## src/rtl/axi_rd_pkg.sv

```systemverilog
// axi_rd_pkg: shared AXI read constants, FSM states and size helper
package axi_rd_pkg;
  localparam logic [1:0] AXI_BURST_INCR = 2'b01;
  localparam logic [1:0] AXI_RESP_OKAY = 2'b00;
  localparam int AXI_4KB = 4096;

  typedef enum logic [1:0] {S_IDLE, S_ISSUE, S_DRAIN, S_DONE} state_t;

  function automatic int log2(input int n);
    int r;
    r = 0;
    for (int i = 0; i < 31; i++) if ((1 << i) < n) r = i + 1;
    return r;
  endfunction
endpackage

```

## src/rtl/axi_burst_calc.sv

```systemverilog
// axi_burst_calc: beats for the next INCR burst, clipped at the 4 KB page, and the address after it
module axi_burst_calc import axi_rd_pkg::*; #(
  parameter int ADDR_W = 32,
  parameter int MAX_BURST_BEATS = 16,
  parameter int BPB = 4
)(
  input  logic [ADDR_W-1:0] addr,
  input  logic [31:0]       rem_beats,
  output logic [8:0]        beats,
  output logic [ADDR_W-1:0] next_addr
);
  localparam int BSH = log2(BPB);
  logic [31:0] to_4k, lim, b;
  // smallest of remaining beats, burst cap and beats left in the page
  always_comb begin
    to_4k = (32'(AXI_4KB) - 32'(addr[11:0])) >> BSH;
    lim = rem_beats < 32'(MAX_BURST_BEATS) ? rem_beats : 32'(MAX_BURST_BEATS);
    b = lim < to_4k ? lim : to_4k;
    beats = b[8:0];
    next_addr = addr + (ADDR_W'(b) << BSH);
  end
endmodule

```

## src/rtl/axi_read_master_mo.sv

```systemverilog
// axi_read_master_mo: multi-outstanding AXI4 read master with FIFO credit flow control
module axi_read_master_mo import axi_rd_pkg::*; #(
  parameter int ADDR_W = 32,
  parameter int DATA_W = 32,
  parameter int MAX_BURST_BEATS = 16,
  parameter int MAX_OUTSTANDING = 4,
  parameter int SPACE_W = 11
)(
  input  logic              clk,
  input  logic              reset_n,
  input  logic              i_start,
  input  logic [ADDR_W-1:0] i_src_addr,
  input  logic [31:0]       i_total_len,
  output logic              o_busy,
  output logic              o_read_done,
  output logic              o_error,
  input  logic [SPACE_W-1:0] i_fifo_space,
  output logic              o_fifo_push,
  output logic [DATA_W-1:0] o_r_data,
  output logic [ADDR_W-1:0] m_axi_araddr,
  output logic [7:0]        m_axi_arlen,
  output logic [2:0]        m_axi_arsize,
  output logic [1:0]        m_axi_arburst,
  output logic              m_axi_arvalid,
  input  logic              m_axi_arready,
  input  logic [DATA_W-1:0] m_axi_rdata,
  input  logic [1:0]        m_axi_rresp,
  input  logic              m_axi_rlast,
  input  logic              m_axi_rvalid,
  output logic              m_axi_rready
);
  localparam int BPB = DATA_W / 8;
  localparam int BSH = log2(BPB);
  localparam int CW = ((SPACE_W > 9) ? SPACE_W : 9) + 2;

  state_t state, state_n;
  logic [ADDR_W-1:0] addr, calc_addr, next_addr;
  logic [31:0] rem_beats, start_rem, calc_rem;
  logic [8:0] beats;
  logic [4:0] outstanding;
  logic [CW-1:0] reserved;
  logic bad, go, ar_hs, rlast_hs, can_issue, all_issued, fin;

  assign bad = ((i_src_addr & ADDR_W'(BPB - 1)) != '0) || ((i_total_len & 32'(BPB - 1)) != '0);
  assign start_rem = bad ? '0 : i_total_len >> BSH;
  assign go = state == S_IDLE && i_start;
  // in IDLE the first burst is sized straight from the request so arvalid can rise the next cycle
  assign calc_addr = state == S_IDLE ? i_src_addr : addr;
  assign calc_rem = state == S_IDLE ? start_rem : rem_beats;
  assign ar_hs = m_axi_arvalid && m_axi_arready;
  assign m_axi_rready = o_busy;
  assign o_fifo_push = m_axi_rvalid && m_axi_rready;
  assign o_r_data = m_axi_rdata;
  assign rlast_hs = o_fifo_push && m_axi_rlast;
  assign can_issue = (go || state == S_ISSUE) && !m_axi_arvalid && calc_rem != '0 &&
                     outstanding < 5'(MAX_OUTSTANDING) && CW'(i_fifo_space) >= reserved + CW'(beats);
  assign all_issued = rem_beats == '0 && !m_axi_arvalid;
  assign fin = outstanding == '0 || (outstanding == 5'd1 && rlast_hs);
  assign o_busy = state == S_ISSUE || state == S_DRAIN;
  assign o_read_done = state == S_DONE;
  assign m_axi_arsize = 3'(BSH);
  assign m_axi_arburst = AXI_BURST_INCR;

  axi_burst_calc #(.ADDR_W(ADDR_W), .MAX_BURST_BEATS(MAX_BURST_BEATS), .BPB(BPB)) u_calc (
    .addr(calc_addr),
    .rem_beats(calc_rem),
    .beats(beats),
    .next_addr(next_addr)
  );

  // state register
  always_ff @(posedge clk or negedge reset_n)
    if (!reset_n) state <= S_IDLE;
    else state <= state_n;

  // next state: finish once every AR is out and the last RLAST has been taken
  always_comb begin
    state_n = state;
    state_n = state == S_IDLE ? (i_start ? S_ISSUE : S_IDLE) :
              state == S_ISSUE ? (all_issued ? (fin ? S_DONE : S_DRAIN) : S_ISSUE) :
              state == S_DRAIN ? (fin ? S_DONE : S_DRAIN) : S_IDLE;
  end

  // burst bookkeeping, AR channel registers, credit and error tracking
  always_ff @(posedge clk or negedge reset_n)
    if (!reset_n) begin
      addr <= '0;
      rem_beats <= '0;
      outstanding <= '0;
      reserved <= '0;
      m_axi_arvalid <= 1'b0;
      m_axi_araddr <= '0;
      m_axi_arlen <= '0;
      o_error <= 1'b0;
    end else begin
      if (go) begin
        addr <= i_src_addr;
        rem_beats <= start_rem;
      end else if (ar_hs) begin
        addr <= next_addr;
        rem_beats <= rem_beats - 32'(beats);
      end
      if (go) o_error <= bad;
      else if (o_fifo_push && m_axi_rresp != AXI_RESP_OKAY) o_error <= 1'b1;
      if (can_issue) begin
        m_axi_arvalid <= 1'b1;
        m_axi_araddr <= calc_addr;
        m_axi_arlen <= 8'(beats - 9'd1);
      end else if (ar_hs) m_axi_arvalid <= 1'b0;
      outstanding <= outstanding + 5'(ar_hs) - 5'(rlast_hs);
      reserved <= reserved + (ar_hs ? CW'(beats) : CW'(0)) - CW'(o_fifo_push);
    end
endmodule

```

## config.mk

```make
export PLATFORM = sky130hd
export DESIGN_NAME = axi_read_master_mo
export DESIGN_NICKNAME = d
export VERILOG_FILES = /design/src/rtl/axi_rd_pkg.sv /design/src/rtl/axi_burst_calc.sv /design/src/rtl/axi_read_master_mo.sv
export SDC_FILE = /design/constraint.sdc
export NUM_CORES = 1
export LEC_CHECK = 0
export BUFFER_PORTS_ARGS = -buffer_cell sky130_fd_sc_hd__buf_2
export CORE_MARGIN = 2
export CORE_UTILIZATION = 52
export DETAILED_ROUTE_END_ITERATION = 12
export PLACE_DENSITY = 0.82
export SKIP_LAST_GASP = 1
export SYNTH_ARGS = -nofsm -noshare
export SYNTH_HDL_FRONTEND = slang
export SYNTH_SLANG_ARGS = --single-unit
export TNS_END_PERCENT = 5
```

## constraint.sdc

```tcl
create_clock -name clk -period 6.9 [get_ports clk]
set_clock_uncertainty 0.15 [all_clocks]
set_input_delay 1.38 -clock clk [delete_from_list [all_inputs] [get_ports clk]]
set_output_delay 1.38 -clock clk [all_outputs]
set_load 0.005 [all_outputs]
```

# After elaboration in Yosys (flattened, before gate mapping)
# Index checks and enable logic that the tools add are counted.
# totals
regBits,126
in_bits,115
out_inout_bits,83
wordCells,72
# op_classes
n_addsub,9
magnitude_cmp,4
n_eq_ne,4
muxes,20
n_reduce_logical,26
# op_table
op,count
two-way mux 32 bit,7
nonzero test 32 bit,3
two-way mux 30 bit,2
adder 32 bit,1
logical NOT 32 bit,1
< comparator 32 x 30 -> 1 bit,1
< comparator 32 x 5 -> 1 bit (second input constant),1
subtractor 32 x 9 -> 32 bit,1
adder 13 x 9 -> 13 bit,2
subtractor 13 x 12 -> 14 bit (first input constant),1
greater-or-equal comparator 11 x 13 -> 1 bit,1
subtractor 13 x 1 -> 13 bit,1
logical AND 1 bit,11
two-way mux 9 bit,1
two-way mux 2 bit,4
nonzero test 2 bit,4
subtractor 8 x 1 -> 8 bit (second input constant),1
two-way mux 1 bit,6
adder 5 x 1 -> 5 bit,1
== test 5 x 1 -> 1 bit (second input constant),1
logical NOT 5 bit,1
< comparator 5 x 3 -> 1 bit (second input constant),1
subtractor 5 x 1 -> 5 bit,1
== test 2 bit (second input constant),2
other kinds (4),7

# Longest topological paths before layout
# logic_depth
depth_word,12
depth_mapped,39
depth_no_buf,35

# Hierarchy
# Synthesis repeated with hierarchy kept, for this count alone.
# unflattened
hier_cells,1293
hier_area_um2,10781.6
# modules_own_cells
module,instances,cells_per_inst,area_per_inst_um2,seq_area_each_um2
axi_read_master_mo,1,1005,8788.4,3153.0
axi_burst_calc,1,288,1993.2,0.0

# Worst setup path after synthesis
# Ideal clock, no wire load.
# synth_timing
kind,input -> register
start,input port i_src_addr[0]
end,register m_axi_araddr[18]
setup_time_ns,0.125
arrival_time_ns,7.626
t_required_ns,6.625
setup_slack_ns,-1.001
cell_stages,35
n_path_buf,2
path_cell_list,nor4b_1 -> o211ai_1 -> nor2_1 -> nand2_1 -> nor2_1 -> nand2_1 -> nor2_1 -> xnor2_1 -> ha_1 -> nand3_1 -> nor2_1 -> o21ai_0 -> a211oi_4 -> nor2_2 -> buf_6 -> nor2_1 -> a21o_2 -> ha_1 -> fa_1 -> nand3_1 -> nand2_1 -> a21o_1 -> nand2_1 -> a21oi_1 -> and2_1 -> o21ai_0 -> xnor2_1 -> ha_1 -> or4_1 -> o221ai_1 -> nor3_1 -> o311ai_1 -> nor4_1 -> buf_2 -> mux2_2
# synth_between
elab_chain_len,11
elab_cells_between_ends,16
cone_classes,add/sub (2); order compare (3); mux (5); reduce/logical (6)
# synth_rtl
element,line_no,text
start: declaration,axi_read_master_mo.sv:12,"input logic [ADDR_W-1:0] i_src_addr,"
nonzero test 32 bit,axi_read_master_mo.sv:44,assign bad = ((i_src_addr & ADDR_W'(BPB - 1)) != '0) || ((i_total_len & 32'(BPB - 1)) != '0);
logical OR 1 bit,axi_read_master_mo.sv:44,
two-way mux 30 bit,axi_read_master_mo.sv:45,assign start_rem = bad ? '0 : i_total_len >> BSH;
two-way mux 32 bit,axi_read_master_mo.sv:49,assign calc_rem = state == S_IDLE ? start_rem : rem_beats;
< comparator 32 x 5 -> 1 bit,axi_burst_calc.sv:17,lim = rem_beats < 32'(MAX_BURST_BEATS) ? rem_beats : 32'(MAX_BURST_BEATS);
two-way mux 32 bit,axi_burst_calc.sv:17,
< comparator 32 x 30 -> 1 bit,axi_burst_calc.sv:18,b = lim < to_4k ? lim : to_4k;
two-way mux 30 bit,axi_burst_calc.sv:18,
adder 13 x 9 -> 13 bit,axi_read_master_mo.sv:56,outstanding < 5'(MAX_OUTSTANDING) && CW'(i_fifo_space) >= reserved + CW'(beats);
greater-or-equal comparator 11 x 13 -> 1 bit,axi_read_master_mo.sv:56,
logical AND 1 bit *,axi_read_master_mo.sv:56,
end signal: assignment,axi_read_master_mo.sv:107,m_axi_araddr <= calc_addr;
end: declaration,axi_read_master_mo.sv:20,"output logic [ADDR_W-1:0] m_axi_araddr,"
# Every way passes the cells marked *; elsewhere a longest branch is shown, timed or not.
# A chain may end at the register's enable or synchronous reset.

# Worst setup path after layout
# layout_timing
start,input port i_src_addr[2]
end,register m_axi_araddr[24]
# layout_between
elab_chain_len,7
# layout_rtl
element,line_no,text
two-way mux 32 bit *,axi_read_master_mo.sv:48,assign calc_addr = state == S_IDLE ? i_src_addr : addr;
subtractor 13 x 12 -> 14 bit *,axi_burst_calc.sv:16,to_4k = (32'(AXI_4KB) - 32'(addr[11:0])) >> BSH;
< comparator 32 x 30 -> 1 bit,axi_burst_calc.sv:18,
two-way mux 30 bit *,axi_burst_calc.sv:18,
adder 13 x 9 -> 13 bit *,axi_read_master_mo.sv:56,
greater-or-equal comparator 11 x 13 -> 1 bit *,axi_read_master_mo.sv:56,
logical AND 1 bit *,axi_read_master_mo.sv:56,
# Marked as above.

==> results.toml <==
[logic_synthesis]
synth_top_cell_by_area = "dfrtp_1"
yosys_warnings = 0
syn-cell-area_um2 = 10500
syn_avg_cell_area_um2 = 8.76
synth_cells = 1200
synth_top_area_share = 0.300
synth-edff-count = 0
synth_cell_type_count = 83
synth_area_leaders = "dfrtp_1 30%, ha_1 13%, mux2_2 4.8%"
synthFlopType = "dfrtp_1"
async_reset_ff_frac = 1.00
ys_seq_elements = 126
ys_seq_area_frac = 0.300

[timing]
layout_setup_ws_ps = -313
rsz0062_at_grt = "yes"
worstMarginPinSlew_ps = 1030
drv_slew = 0
hold_viol = 0
finalSetupViolations = 40
fmax_mhz = 139
fin_crit_sh = 1.05
max-slew-margin-rel = 0.314
finalCriticalPeriod_ps = 7210

[global_routing]
grt_max_degree = 70
gr-total-overflow = 0
grt_antenna_before_repair = 1
grt_pass1_wl_um = 49600
grt_use_total = 0.290
grt_pass1_vias = 10192

[critical_path]
crit_required_ps = 7070
critPathLaunchType = "primary input"
arrival_ps = 7390
worstPathMaxFanout = 8
crit_top_cell = "buf_4"
critical-path-max-stage-delay_ps = 500
crit_type = "in2reg"
cpMaxStageDelayCell = "or4_4"
end_kind = "register"

[clock_tree]
htreeDepth = 4
cts.sinks = 126
clkTransAtPathRegs_ps = 60
cts_buffers = 17
ctsHoldBuffers = 0
insertion_delay_ps = 440
clk_path_buf_depth = 2
clock-root-buffer = "clkbuf_16"
cts_tree = "yes"

[finish]
syn_to_final_growth_pct = 26.3
stdcell_area_um2 = 13300
fin_nets = 1666
final_cells = 1725
drive_gt1_frac = 0.296
fillers = 1546

[route]
dr.pass1.iters = 5
vias = 10057
drt-initial-drc-count = 832
drc = 0
ant_nets = 0
wire_per_inst_um = 18.0
drt_wl_total_um = 31100
viasPerCell = 5.83

[floorplan]
dieHeight_um = 146
fp.coreArea_um2 = 20000
fp-row-count = 52
num_io_pins = 198
die_w_um = 146
die_area_um2 = 21400
start_util = 0.524

[run_status]
violations = "setup timing"
status = "finished, violations left"

[place]
dpl-instance-area_um2 = 12300
gp_congestion = 0.968
dp_slack_ps = -721
numPortBuffers = 128
dp_hpwl_um = 22000
post-place-cells = 1676

[power]
finalPower_mw = 6.81
power.density_nw_per_um2 = 513
ir_drop_mv = 0.249
p_leak_nw = 6.60

[run]
max-cap-violations = 0

[worst_hold_path]
hold_class = "reg2reg"
[Yosys cell counts (9+ instances only)]
library cell / number
mux2_2: 45
nor2_1: 91
buf_4: 38
inv_1: 81
o21ai_0: 59
nor4_1: 15
o21a_1: 9
nand3_1: 41
ha_1: 105
xor2_1: 25
mux2_1: 22
nand2b_1: 11
xnor2_1: 50
nand2_1: 104
mux2i_1: 12
a21o_1: 23
and2_1: 12
a31oi_1: 20
a21oi_1: 89
nor3_1: 22
dfrtp_1: 126
a211oi_1: 9
clkbuf_1: 26
[worst max-delay path: cells and delay by family]
kind	cells	cell delay, ps
fa+ha+maj	3	740
simple gates	5	1340
mux	1	310
xor+xnor	2	230
buf+inv	7	1160
compound gates	11	2210
[routing by layer]
metal,vias to the layer above,GRT usage,part of all wire
met5,-,0,0
met4,0,0.143,0.044
met3,100,0.0619,0.068
met2,433,0.488,0.48
met1,4839,0.352,0.41
li1,4685,-,-
[layout by cell type (no fill, tap or decap), types with 7 or more instances in the layout]
cell	n
nand2b_1	11
nor3_1	20
a31oi_1	20
buf_4	143
o211ai_1	7
nor2b_1	8
xnor2_1	48
a21o_1	23
inv_1	81
and3_1	8
nand2_1	100
o21a_1	8
clkbuf_16	17
a22oi_1	8
xor2_1	25
buf_2	127
dfrtp_1	126
mux2_2	40
or3_1	8
a211oi_1	8
mux2_1	16
nor4_1	12
and2_1	11
nand3_1	38
o21ai_0	55
ha_1	99
mux2i_1	12
a21oi_1	85
nor2_1	83
mux2_4	11
conb_1	29
[stage by stage]
step | util | hold WS [ps] | setup TNS [ps]
after global placement | 0.612 | 316 | -27250
after floorplan | - | 315 | -13260
after global routing | 0.662 | 357 | -19660
after CTS | 0.660 | 332 | -3300
after detailed placement | 0.612 | 319 | -30380
final | 0.662 | 335 | -8090
[state kept, by name, indices dropped and copies added, names as in the netlist, named ones only]
signal and cells:
addr 32, m_axi_araddr 32, m_axi_arlen 8, m_axi_arvalid 1
o_error 1, outstanding 5, rem_beats 32, reserved 13
state 1
[cell families (layout without fill, tap and decap cells)]
family,Yosys count,in the layout,synth area share
XOR/XNOR,76,76,0.0641
AND/OR/NAND/NOR,356,356,0.167
AO/OA/AOI/OAI,287,287,0.176
adder cells (fa/ha/maj),110,110,0.135
flip-flops,126,126,0.300
other,2,30,0.000715
multiplexers,80,80,0.0845
buffers and inverters,163,390,0.0733
[repair_timing]
action                                  in CTS  in global routing
resized for setup                           33                  4
cloned                                       2                  0
pin swaps                                   16                 10
endpoints found under the setup margin      41                 58
setup buffers                               11                  3
[area by class of cell]
| type | count | area [µm²] | share of cell area |
|---|---|---|---|
| Clock buffer | 18 | 439 | 0.0331 |
| Antenna cell | 1 | 2.50 | 0.000189 |
| Tap cell | 270 | 338 | 0.0255 |
| Timing Repair Buffer | 275 | 1810 | 0.136 |
| Inverter | 83 | 312 | 0.0235 |
| Multi-Input combinational cell | 938 | 7010 | 0.528 |
| Sequential cell | 126 | 3150 | 0.238 |
| Clock inverter | 14 | 205 | 0.0155 |
[final timing paths]
path | from | endpoint | slack, ps | cells after the start
min in group asynchronous | reset_n | addr[24] | 860 | 1
hold reg to reg | m_axi_araddr[2] | m_axi_araddr[2] | 330 | 1
setup / recovery | i_src_addr[2] | m_axi_araddr[24] | -310 | 29
max in group asynchronous | reset_n | m_axi_arlen[2] | 4350 | 2
hold / removal | m_axi_araddr[2] | m_axi_araddr[2] | 330 | 1
setup reg to reg | register | m_axi_araddr[24] | -210 | 31
[power breakdown]
group / switching [mW] / leakage, nW / internal [mW]
Combinational: 2.42 / 4.68 / 2.17
Clock: 0.379 / 0.309 / 0.621
Sequential: 0.205 / 1.61 / 1.02
Note: power is estimated with default switching activity, not from simulation.
